**src/rtl/ram_pdp_frame_reader_if.sv**
```systemverilog
// Pixel stream bundle from the frame reader to the colour-map/display path:
// valid/ready handshake plus start-of-frame, end-of-line and end-of-frame markers.
interface ram_pdp_frame_reader_if #(
    parameter int DATA_W = 18
);
    logic [DATA_W-1:0] data;
    logic              valid;
    logic              ready;
    logic              sof;
    logic              eol;
    logic              eof;

    modport master (output data, valid, sof, eol, eof, input ready);
    modport slave  (input data, valid, sof, eol, eof, output ready);
endinterface

```
**src/rtl/ram_pdp_frame_reader.sv**
```systemverilog
// Read-side frame engine for the simple-dual-port block RAM wrapper.
// Walks one frame in raster order on the RAM read port, tracks read latency
// with a tag pipeline and delivers pixels through a small output FIFO.
// Optional build macro RAM_PDP_READER_SCALE2X_EN: 2x upscaled output (every
// line read twice, every FIFO entry presented twice).
//
// state  | meaning
// -------+-----------------------------------------------------------
// IDLE   | waiting for start, RAM read port disabled
// RUN    | issuing raster addresses while FIFO + in-flight has room
// DRAIN  | all addresses issued, waiting for the last pixel to leave
module ram_pdp_frame_reader #(
    parameter int ADDR_W     = 14,
    parameter int DATA_W     = 18,
    parameter int FRAME_W    = 32,
    parameter int FRAME_H    = 24,
    parameter int BASE_ADDR  = 0,
    parameter int RD_LATENCY = 2,
    parameter int FIFO_DEPTH = 4
) (
    input  logic                  clk,
    input  logic                  rst_n,
    input  logic                  start,
    output logic                  busy,
    output logic                  done,
    output logic                  ram_clk_en,
    output logic [ADDR_W-1:0]     ram_addr,
    input  logic [DATA_W-1:0]     ram_rd_data,
    ram_pdp_frame_reader_if.master m
);

    localparam int X_W   = (FRAME_W > 1) ? $clog2(FRAME_W) : 1;
    localparam int Y_W   = (FRAME_H > 1) ? $clog2(FRAME_H) : 1;
    localparam int PTR_W = (FIFO_DEPTH > 1) ? $clog2(FIFO_DEPTH) : 1;
    localparam int CNT_W = $clog2(FIFO_DEPTH + 1);

    localparam logic [X_W-1:0]    X_LAST    = X_W'(FRAME_W - 1);
    localparam logic [Y_W-1:0]    Y_LAST    = Y_W'(FRAME_H - 1);
    localparam logic [ADDR_W-1:0] ADDR_BASE = ADDR_W'(BASE_ADDR);
    localparam logic [CNT_W-1:0]  CNT_DEPTH = CNT_W'(FIFO_DEPTH);
    localparam logic [PTR_W-1:0]  PTR_LAST  = PTR_W'(FIFO_DEPTH - 1);

    localparam logic [1:0] S_IDLE  = 2'd0;
    localparam logic [1:0] S_RUN   = 2'd1;
    localparam logic [1:0] S_DRAIN = 2'd2;

    logic [1:0]       state;
    logic [X_W-1:0]   x;
    logic [Y_W-1:0]   y;
    // occ counts FIFO entries plus reads still in flight in the tag pipeline
    logic [CNT_W-1:0] occ;
    logic [CNT_W-1:0] occ_n;
    logic [CNT_W-1:0] fifo_count;
    logic [CNT_W-1:0] fifo_count_n;
    logic [PTR_W-1:0] wr_ptr;
    logic [PTR_W-1:0] rd_ptr;

    // tag layout: {valid, sof, eol, eof}
    logic [3:0]          tag_pipe [RD_LATENCY];
    logic [3:0]          tag_in;
    logic [DATA_W+2:0]   fifo_mem [FIFO_DEPTH];
    logic [DATA_W+2:0]   head;

    logic issue, last_x, last_pix, t_sof, t_eof;
    logic cap, xfer, pop, finish;

`ifdef RAM_PDP_READER_SCALE2X_EN
    logic              pass;
    logic              copy;
    logic [ADDR_W-1:0] line_addr;
`endif

    // Issue decision, tag generation and FIFO/occupancy bookkeeping
    always_comb begin
        last_x = (x == X_LAST);
`ifdef RAM_PDP_READER_SCALE2X_EN
        t_sof    = (x == '0) && (y == '0) && !pass;
        t_eof    = last_x && (y == Y_LAST) && pass;
`else
        t_sof    = (x == '0) && (y == '0);
        t_eof    = last_x && (y == Y_LAST);
`endif
        last_pix = t_eof;
        issue    = (state == S_RUN) && (occ < CNT_DEPTH);
        tag_in   = issue ? {1'b1, t_sof, last_x, t_eof} : 4'b0000;
        cap      = tag_pipe[RD_LATENCY-1][3];
        xfer     = m.valid && m.ready;
`ifdef RAM_PDP_READER_SCALE2X_EN
        pop      = xfer && copy;
`else
        pop      = xfer;
`endif
        fifo_count_n = fifo_count + CNT_W'(cap) - CNT_W'(pop);
        occ_n        = occ + CNT_W'(issue) - CNT_W'(pop);
        finish       = (state == S_DRAIN) && (occ_n == '0);
    end

    // Stream outputs straight from the FIFO head; flags only meaningful with valid
    always_comb begin
        head    = fifo_mem[rd_ptr];
        m.valid = (fifo_count != '0);
        m.data  = head[DATA_W+2:3];
`ifdef RAM_PDP_READER_SCALE2X_EN
        m.sof   = m.valid && head[2] && !copy;
        m.eol   = m.valid && head[1] && copy;
        m.eof   = m.valid && head[0] && copy;
`else
        m.sof   = m.valid && head[2];
        m.eol   = m.valid && head[1];
        m.eof   = m.valid && head[0];
`endif
    end

    assign ram_clk_en = busy;

    // Frame FSM, raster counters and RAM address generation
    always_ff @(posedge clk or negedge rst_n) begin
        if (!rst_n) begin
            state    <= S_IDLE;
            busy     <= 1'b0;
            done     <= 1'b0;
            x        <= '0;
            y        <= '0;
            ram_addr <= ADDR_BASE;
            occ      <= '0;
`ifdef RAM_PDP_READER_SCALE2X_EN
            pass      <= 1'b0;
            line_addr <= ADDR_BASE;
`endif
        end else begin
            done <= 1'b0;
            occ  <= occ_n;
            case (state)
                S_IDLE: begin
                    if (start) begin
                        state    <= S_RUN;
                        busy     <= 1'b1;
                        x        <= '0;
                        y        <= '0;
                        ram_addr <= ADDR_BASE;
`ifdef RAM_PDP_READER_SCALE2X_EN
                        pass      <= 1'b0;
                        line_addr <= ADDR_BASE;
`endif
                    end
                end
                S_RUN: begin
                    if (issue) begin
                        if (last_pix) state <= S_DRAIN;
                        if (last_x) begin
                            x <= '0;
`ifdef RAM_PDP_READER_SCALE2X_EN
                            // first pass of a line rewinds to re-read it
                            if (!pass) begin
                                pass     <= 1'b1;
                                ram_addr <= line_addr;
                            end else begin
                                pass      <= 1'b0;
                                y         <= y + Y_W'(1);
                                ram_addr  <= ram_addr + ADDR_W'(1);
                                line_addr <= ram_addr + ADDR_W'(1);
                            end
`else
                            y        <= y + Y_W'(1);
                            ram_addr <= ram_addr + ADDR_W'(1);
`endif
                        end else begin
                            x        <= x + X_W'(1);
                            ram_addr <= ram_addr + ADDR_W'(1);
                        end
                    end
                end
                S_DRAIN: begin
                    if (finish) begin
                        state <= S_IDLE;
                        busy  <= 1'b0;
                        done  <= 1'b1;
                    end
                end
                default: state <= S_IDLE;
            endcase
        end
    end

    // Tag shift register mirrors the RAM read latency
    always_ff @(posedge clk or negedge rst_n) begin
        if (!rst_n) begin
            for (int i = 0; i < RD_LATENCY; i++) tag_pipe[i] <= 4'b0000;
        end else begin
            tag_pipe[0] <= tag_in;
            for (int i = 1; i < RD_LATENCY; i++) tag_pipe[i] <= tag_pipe[i-1];
        end
    end

    // FIFO pointers, count and duplicate-copy phase
    always_ff @(posedge clk or negedge rst_n) begin
        if (!rst_n) begin
            wr_ptr     <= '0;
            rd_ptr     <= '0;
            fifo_count <= '0;
`ifdef RAM_PDP_READER_SCALE2X_EN
            copy       <= 1'b0;
`endif
        end else begin
            fifo_count <= fifo_count_n;
            if (cap) wr_ptr <= (wr_ptr == PTR_LAST) ? '0 : wr_ptr + PTR_W'(1);
            if (pop) rd_ptr <= (rd_ptr == PTR_LAST) ? '0 : rd_ptr + PTR_W'(1);
`ifdef RAM_PDP_READER_SCALE2X_EN
            if (xfer) copy <= !copy;
`endif
        end
    end

    // FIFO storage: returned RAM word plus its flags, written as the tag emerges
    always_ff @(posedge clk) begin
        if (cap) fifo_mem[wr_ptr] <= {ram_rd_data, tag_pipe[RD_LATENCY-1][2:0]};
    end

endmodule

```
**src/flat_wrapper.sv**
```systemverilog
// flat-port wrapper written by rule: the top's interface ports become plain ports
module ram_pdp_frame_reader_flat 
#(
    parameter int ADDR_W     = 14,
    parameter int DATA_W     = 18,
    parameter int FRAME_W    = 32,
    parameter int FRAME_H    = 24,
    parameter int BASE_ADDR  = 0,
    parameter int RD_LATENCY = 2,
    parameter int FIFO_DEPTH = 4
)
  (clk, rst_n, start, busy, done, ram_clk_en, ram_addr, ram_rd_data, m_data, m_valid, m_sof, m_eol, m_eof, m_ready);
  ram_pdp_frame_reader_if #(.DATA_W(DATA_W)) m_i ();
  input  logic clk;
  input  logic rst_n;
  input  logic start;
  output logic busy;
  output logic done;
  output logic ram_clk_en;
  output logic [ADDR_W-1:0] ram_addr;
  input  logic [DATA_W-1:0] ram_rd_data;
  output wire logic [$bits(m_i.data)-1:0] m_data;
  output wire logic [$bits(m_i.valid)-1:0] m_valid;
  output wire logic [$bits(m_i.sof)-1:0] m_sof;
  output wire logic [$bits(m_i.eol)-1:0] m_eol;
  output wire logic [$bits(m_i.eof)-1:0] m_eof;
  input wire logic [$bits(m_i.ready)-1:0] m_ready;
  assign m_data = m_i.data;
  assign m_valid = m_i.valid;
  assign m_sof = m_i.sof;
  assign m_eol = m_i.eol;
  assign m_eof = m_i.eof;
  assign m_i.ready = m_ready;
  ram_pdp_frame_reader #(.ADDR_W(ADDR_W), .DATA_W(DATA_W), .FRAME_W(FRAME_W), .FRAME_H(FRAME_H), .BASE_ADDR(BASE_ADDR), .RD_LATENCY(RD_LATENCY), .FIFO_DEPTH(FIFO_DEPTH)) u_core (.clk(clk), .rst_n(rst_n), .start(start), .busy(busy), .done(done), .ram_clk_en(ram_clk_en), .ram_addr(ram_addr), .ram_rd_data(ram_rd_data), .m(m_i));
endmodule
```
**config.mk**
```make
export PLATFORM = sky130hd
export DESIGN_NAME = ram_pdp_frame_reader_flat
export DESIGN_NICKNAME = d
export VERILOG_FILES = /design/src/rtl/ram_pdp_frame_reader_if.sv /design/src/rtl/ram_pdp_frame_reader.sv /design/src/flat_wrapper.sv
export SDC_FILE = /design/constraint.sdc
export NUM_CORES = 1
export LEC_CHECK = 0
export CELL_PAD_IN_SITES_DETAIL_PLACEMENT = 0
export CELL_PAD_IN_SITES_GLOBAL_PLACEMENT = 1
export CORE_ASPECT_RATIO = 0.7
export CORE_MARGIN = 2
export CORE_UTILIZATION = 50
export DETAILED_ROUTE_END_ITERATION = 7
export PLACE_DENSITY_LB_ADDON = 0.05
export SLEW_MARGIN = 30
export SYNTH_ARGS = -nofsm -noshare
export SYNTH_HDL_FRONTEND = slang
export SYNTH_SLANG_ARGS = --single-unit
```
**constraint.sdc**
```tcl
create_clock -name clk -period 4 [get_ports clk]
set_input_delay 1 -clock clk [delete_from_list [all_inputs] [get_ports clk]]
set_output_delay 1 -clock clk [all_outputs]
set_load 0.02 [all_outputs]
```
Word level (Yosys, flattened, before mapping)
Memory sizes are Yosys's and may differ from the RTL's.
Cells that the tools add are included.
{ "totals": {"regBits": 46, "mem_bits_rw": 84, "in_bits": 22, "output_inout_bits": 39, "wordCells": 78, "n_memories": 1} }
{ "memory_table": {"columns": ["name", "words", "width", "rd", "rd_ports_with_merged_regs", "wr", "line", "text"], "rows": [
  ["u_core.fifo_mem", 4, 21, 1, 0, 1, "ram_pdp_frame_reader.sv:61", "logic [DATA_W+2:0] fifo_mem [FIFO_DEPTH];"]
]} }
{ "classes": {"add_sub_neg": 9, "n_lt_le_gt_ge": 1, "eq_ne": 11, "n_mux": 25, "n_reduce_logical": 19} }
{ "op_table": {"columns": ["cell", "count"], "rows": [
  ["$mux 14", 2],
  ["$pmux 14 s2", 1],
  ["$mux 5", 5],
  ["$pmux 5 s2", 2],
  ["$add 14x1->14 const B", 1],
  ["$mux 2", 6],
  ["$add 5x1->5 const B", 2],
  ["$eq 5x5->1 const B", 2],
  ["$logic_not 5->1", 2],
  ["$logic_and 1x1->1", 8],
  ["$ne 2x1->1 const B", 4],
  ["$reduce_and 4->1", 2],
  ["$add 3x1->3", 2],
  ["$eq 2x2->1 const B", 3],
  ["$mux 1", 6],
  ["$pmux 2 s3", 1],
  ["$reduce_and 3->1", 2],
  ["$sub 3x1->3", 2],
  ["$add 2x1->2 const B", 2],
  ["$mux 4", 1],
  ["$reduce_bool 2->1", 2],
  ["$logic_not 3->1", 1],
  ["$lt 3x3->1 const B", 1],
  ["$reduce_bool 3->1", 1],
  ["other kinds (4)", 4]
]} }

Longest topological paths before layout
{ "logic_depth": {"word_depth": 8, "ltp_mapped": 11} }

Least setup slack after synthesis
Ideal clock, no wire load.
{ "synth_path": {"path_kind": "register to register", "start": "reg u_core.fifo_count[1]", "end": "reg u_core.busy", "setup_time_ps": 121, "arrival_ps": 2629, "t_required_ps": 3879, "slack_ps": 1249, "path_stages_with_launch": 12, "n_path_buf": 1, "synth_period_minus_slack_ps": 2751, "cell_sequence": "dfrtp_1 -> or3_1 -> clkbuf_1 -> nand2_1 -> xnor2_1 -> ha_1 -> inv_1 -> fa_1 -> xnor2_1 -> xnor2_1 -> or3_1 -> o22a_1"} }
{ "synth_between": {"elab_chain_cells": 7} }
{ "synth_rtl": {"columns": ["element", "line", "text"], "rows": [
  ["start: declaration", "ram_pdp_frame_reader.sv:53", "logic [CNT_W-1:0] fifo_count;"],
  ["start signal: assignment", "ram_pdp_frame_reader.sv:205", "fifo_count <= fifo_count_n;"],
  ["$reduce_bool 3->1", "ram_pdp_frame_reader.sv:101", "m.valid = (fifo_count != '0);"],
  ["named net m_valid", "flat_wrapper.sv:23", "output wire logic [$bits(m_i.valid)-1:0] m_valid;"],
  ["$logic_and 1x1->1", "ram_pdp_frame_reader.sv:87", "xfer = m.valid && m.ready;"],
  ["$sub 3x1->3", "ram_pdp_frame_reader.sv:94", "occ_n = occ + CNT_W'(issue) - CNT_W'(pop);"],
  ["named net u_core.occ_n[2]", "ram_pdp_frame_reader.sv:52", "logic [CNT_W-1:0] occ_n;"],
  ["$logic_not 3->1", "ram_pdp_frame_reader.sv:95", "finish = (state == S_DRAIN) && (occ_n == '0);"],
  ["$logic_and 1x1->1", "ram_pdp_frame_reader.sv:95", null],
  ["$ne 2x1->1 (no source line)", null, null],
  ["$reduce_and 3->1 (no source line)", null, null],
  ["end signal: assignment", "ram_pdp_frame_reader.sv:120", "busy <= 1'b0;"],
  ["end signal: assignment", "ram_pdp_frame_reader.sv:137", "busy <= 1'b1;"],
  ["end signal: assignment", "ram_pdp_frame_reader.sv:176", "busy <= 1'b0;"],
  ["end: declaration", "ram_pdp_frame_reader.sv:24", "output logic busy,"]
]} }
The timed path passes the listed nets, and every way through them passes these cells.
A chain may end at the register's enable or synchronous reset.

Worst setup path after layout
{ "layout_path": {"start": "reg u_core.rd_ptr[0]", "end": "out m_data[14]"} }
{ "layout_between": {"elab_chain_cells": 1} }
{ "layout_rtl": {"columns": ["element", "line", "text"], "rows": [
  ["start: declaration", "ram_pdp_frame_reader.sv:56", "logic [PTR_W-1:0] rd_ptr;"],
  ["start signal: assignment", "ram_pdp_frame_reader.sv:207", "if (pop) rd_ptr <= (rd_ptr == PTR_LAST) ? '0 : rd_ptr + PTR_W'(1);"],
  ["$mem_v2 4x21", null, null],
  ["end: declaration", "flat_wrapper.sv:22", "output wire logic [$bits(m_i.data)-1:0] m_data;"]
]} }
No other way between the ends.

==> flow_summary.ini <==
[yosys]
syn-num-nets = 367
synth_edf_count = 84
async_flop_share_pct = 35.4
syn-cell-area_sq_um = 5310
synth_top_area_share_pct = 47.5
synth_top_cell_by_area = edfxtp_1
ys_types = 42
synth_seq_cells = 130
syn_area_per_cell_sq_um = 16.1
seq_area_frac_synth_pct = 69.2
netlist_instances = 330
synth_area_leaders = edfxtp_1 (48%), dfrtp_1 (22%), mux4_2 (8.9%)
synthFlopType = edfxtp_1
ys.warnings.count = 0

[floorplanning]
die-area_sq_um = 11500
core_area_sq_um = 10400
initial_core_util_pct = 51.3
rows = 31
ios = 61
die_y_microns = 90.2
die_x_microns = 127

[cells_and_area]
layout-drive-gt1-share_pct = 15.7
fillers = 759
instances_no_fill = 545
fin_util_pct = 64.0
nNetsFinal = 438
area_growth_pct = 24.9
num_antenna_cells = 0

[route]
wirelength_microns = 9490
routedWlPerCell_microns = 17.4
antenna_left = 0
routed_via_density = 5.34
drt-initial-drc-count = 252
num_vias = 2908
drc = 0
dr.pass1.iters = 4

[sta]
finalSetupViolCount = 0
period_share_pct = 87.9
rsz0062_at_grt = no
hold-worst-slack_ns = 0.352
fin_skew_ns = 0.00559
max-slew-margin-rel_pct = 53.3
maxSlewViolCount = 0
max_freq_mhz = 284
fin_crit_ns = 3.52
worst_pin_slew_ns = 0.701
finalSetupTns_ns = 0
finalHoldViolCount = 0

[worst_setup_path]
arrival_ns = 2.52
cp-start-kind = register
path_delay_family = buffers and inverters
crit_chain = buf_4 -> mux4_2 -> clkdlybuf4s50_1
critPathKind = reg2out
worstPathRequired_ns = 3.00
critPathMaxStageDelay_ns = 0.67
r2r_setup_slack_ns = 1.24
slowest_stage = dfrtp_2
crit_path_end_kind = primary output
critical_path_buf_inv_count = 2
cp_max_fo = 16

[clock_tree]
cts_root_buf = clkbuf_16
clock_latency_ns = 0.40
clockBufferDepth = 2
ctsResizeCount = 0
path_clk_slew_ns = 0.06
cts_setup_buffers = 0
cts_tree = done
h-tree-depth = 4
numCtsBuffers = 17
cts_hold_buf = 0
cts_num_sinks = 130

[grt]
grt_pass1_wl_microns = 15800
antenna_found_initial = 0
grt_pass1_vias = 2958
grtUsageTotal_pct = 18.6
grt_max_degree = 47
overflow = 0

[placed_design]
place_inst = 514
routabilityCongestion = 0.760
port_buffers = 60
hpwlAfterDp_microns = 6050

[flow_run]
drv_cap = 0

[power_and_ir_drop]
power.share.clock_pct = 28.2
power.internal_mw = 3.65
powerDensity_nw_per_um2 = 804
ir_drop_mv = 0.446
p_sw_mw = 1.68
switching_share_pct = 31.5
pwr-share-comb_pct = 32.5
p_leak_nw = 2.47
seqPwrFrac_pct = 39.3

[status]
status = completed

[worst_hold_path]
hold_path.class = reg2reg
metrics by stage:
step | setup WS, ns | total power [mW] | area (sq um)
finish | 0.483 | 5.33 | 6630
global route | 0.332 | 5.64 | 6630
CTS | 0.415 | 5.40 | 6630
detailed placement | 0.617 | 3.88 | 6060
global placement | 0.631 | 3.85 | 6050
floorplan | 1.25 | 3.19 | 5310
per-layer routing:
layer | track usage (%) | wire [microns]
met1 | 28.4 | 4830
met2 | 24.9 | 4080
met3 | 5.77 | 464
met4 | 7.14 | 112
met5 | 0 | 0
cells in the mapped netlist, types with 2 or more instances:
cell       number
a2111oi_0       2
a211oi_1        8
a21o_1          5
a21oi_1         7
and2_1          7
and3_1          2
buf_2           5
clkbuf_1        6
dfrtp_1        46
edfxtp_1       84
fa_1            2
ha_1           13
inv_1          16
mux2_2          2
mux4_2         21
nand2_1        12
nand2b_1        4
nand3_1         6
nand3b_1        2
nand4_1         3
nor2_1         24
nor3_1          2
nor3b_1         3
o21ai_0        10
o31ai_1         2
or3_1           3
or4_1           3
xnor2_1        16
layout by cell type, fill, tap and decap left out, types with 2 or more instances in the layout:
cell,count
edfxtp_1,84
clkdlybuf4s50_1,59
dfrtp_1,45
nor2_1,24
mux4_2,21
clkbuf_16,17
inv_1,16
xnor2_1,16
ha_1,13
nand2_1,12
o21ai_0,10
a211oi_1,8
a21oi_1,7
nand3_1,6
buf_4,6
a21o_1,5
nand2b_1,4
and2_2,4
clkinv_1,4
nor3b_1,3
nand4_1,3
or4_1,3
or3_1,3
and2_1,3
bufinv_16,3
clkinv_2,3
and3_1,2
nor3_1,2
nand3b_1,2
o31ai_1,2
a2111oi_0,2
mux2_2,2
fa_1,2
clkinvlp_4,2
final timing paths:
check	cells past startpoint	end	startpoint
worst max register to register	10	u_core.busy	u_core.fifo_count[1]
worst min-delay path	0	u_core.tag_pipe[2]	u_core.tag_pipe[6]
worst min register to register	0	u_core.tag_pipe[2]	u_core.tag_pipe[6]
worst max-delay path	3	m_data[14]	u_core.rd_ptr[0]
max in group asynchronous	1	u_core.rd_ptr[0]	rst_n
min in group asynchronous	1	u_core.tag_pipe[6]	rst_n
area by class of cell:
cell class | instances | area (sq um) | area share [%]
clock inverter | 13 | 144 | 2.17
clock buffer | 18 | 429 | 6.47
sequential | 130 | 3670 | 55.4
inverter | 16 | 60.1 | 0.906
timing repair buffer | 65 | 636 | 9.59
multi-input combinational | 171 | 1520 | 22.9
tap | 132 | 165 | 2.49
flip-flops by register name, summed over array words and instances (netlist names):
| name | count |
|---|---|
| u_core.y | 5 |
| u_core.rd_ptr | 2 |
| u_core.state | 2 |
| u_core.tag_pipe | 7 |
| u_core.ram_addr | 14 |
| u_core.busy | 1 |
| u_core.wr_ptr | 2 |
| u_core.done | 1 |
| u_core.cap | 1 |
| u_core.fifo_mem | 84 |
| u_core.occ | 3 |
| u_core.x | 5 |
| u_core.fifo_count | 3 |
power by group through the flow:
| stage | clock network [mW] | logic (mW) | registers [mW] |
|---|---|---|---|
| floorplan | 0 | 1.14 | 2.05 |
| global placement | 0 | 1.73 | 2.12 |
| detailed placement | 0 | 1.75 | 2.13 |
| CTS | 1.53 | 1.76 | 2.11 |
| global route | 1.59 | 1.89 | 2.16 |
| finish | 1.50 | 1.73 | 2.10 |
logic make-up (layout without fill, tap and decap cells):
logic type / Yosys count / count (layout) / share of synthesized area [%]
flops: 130 / 130 / 69.2
simple gates: 76 / 76 / 7.47
compound gates: 39 / 39 / 4.95
buf+inv: 29 / 112 / 2.24
mux: 24 / 24 / 9.52
xor+xnor: 17 / 17 / 2.80
fa+ha+maj: 15 / 15 / 3.82
worst register-to-register path: cells and delay by family, from the launching register on:
family,cells,cell delay (ns)
XOR/XNOR,3,0.45
AND/OR/NAND/NOR,3,1.00
buffers and inverters,1,0.04
adder cells (fa/ha/maj),2,0.53
AO/OA/AOI/OAI,1,0.22
flip-flops,1,0.40
No activity file was read; power rests on OpenSTA's default activity.
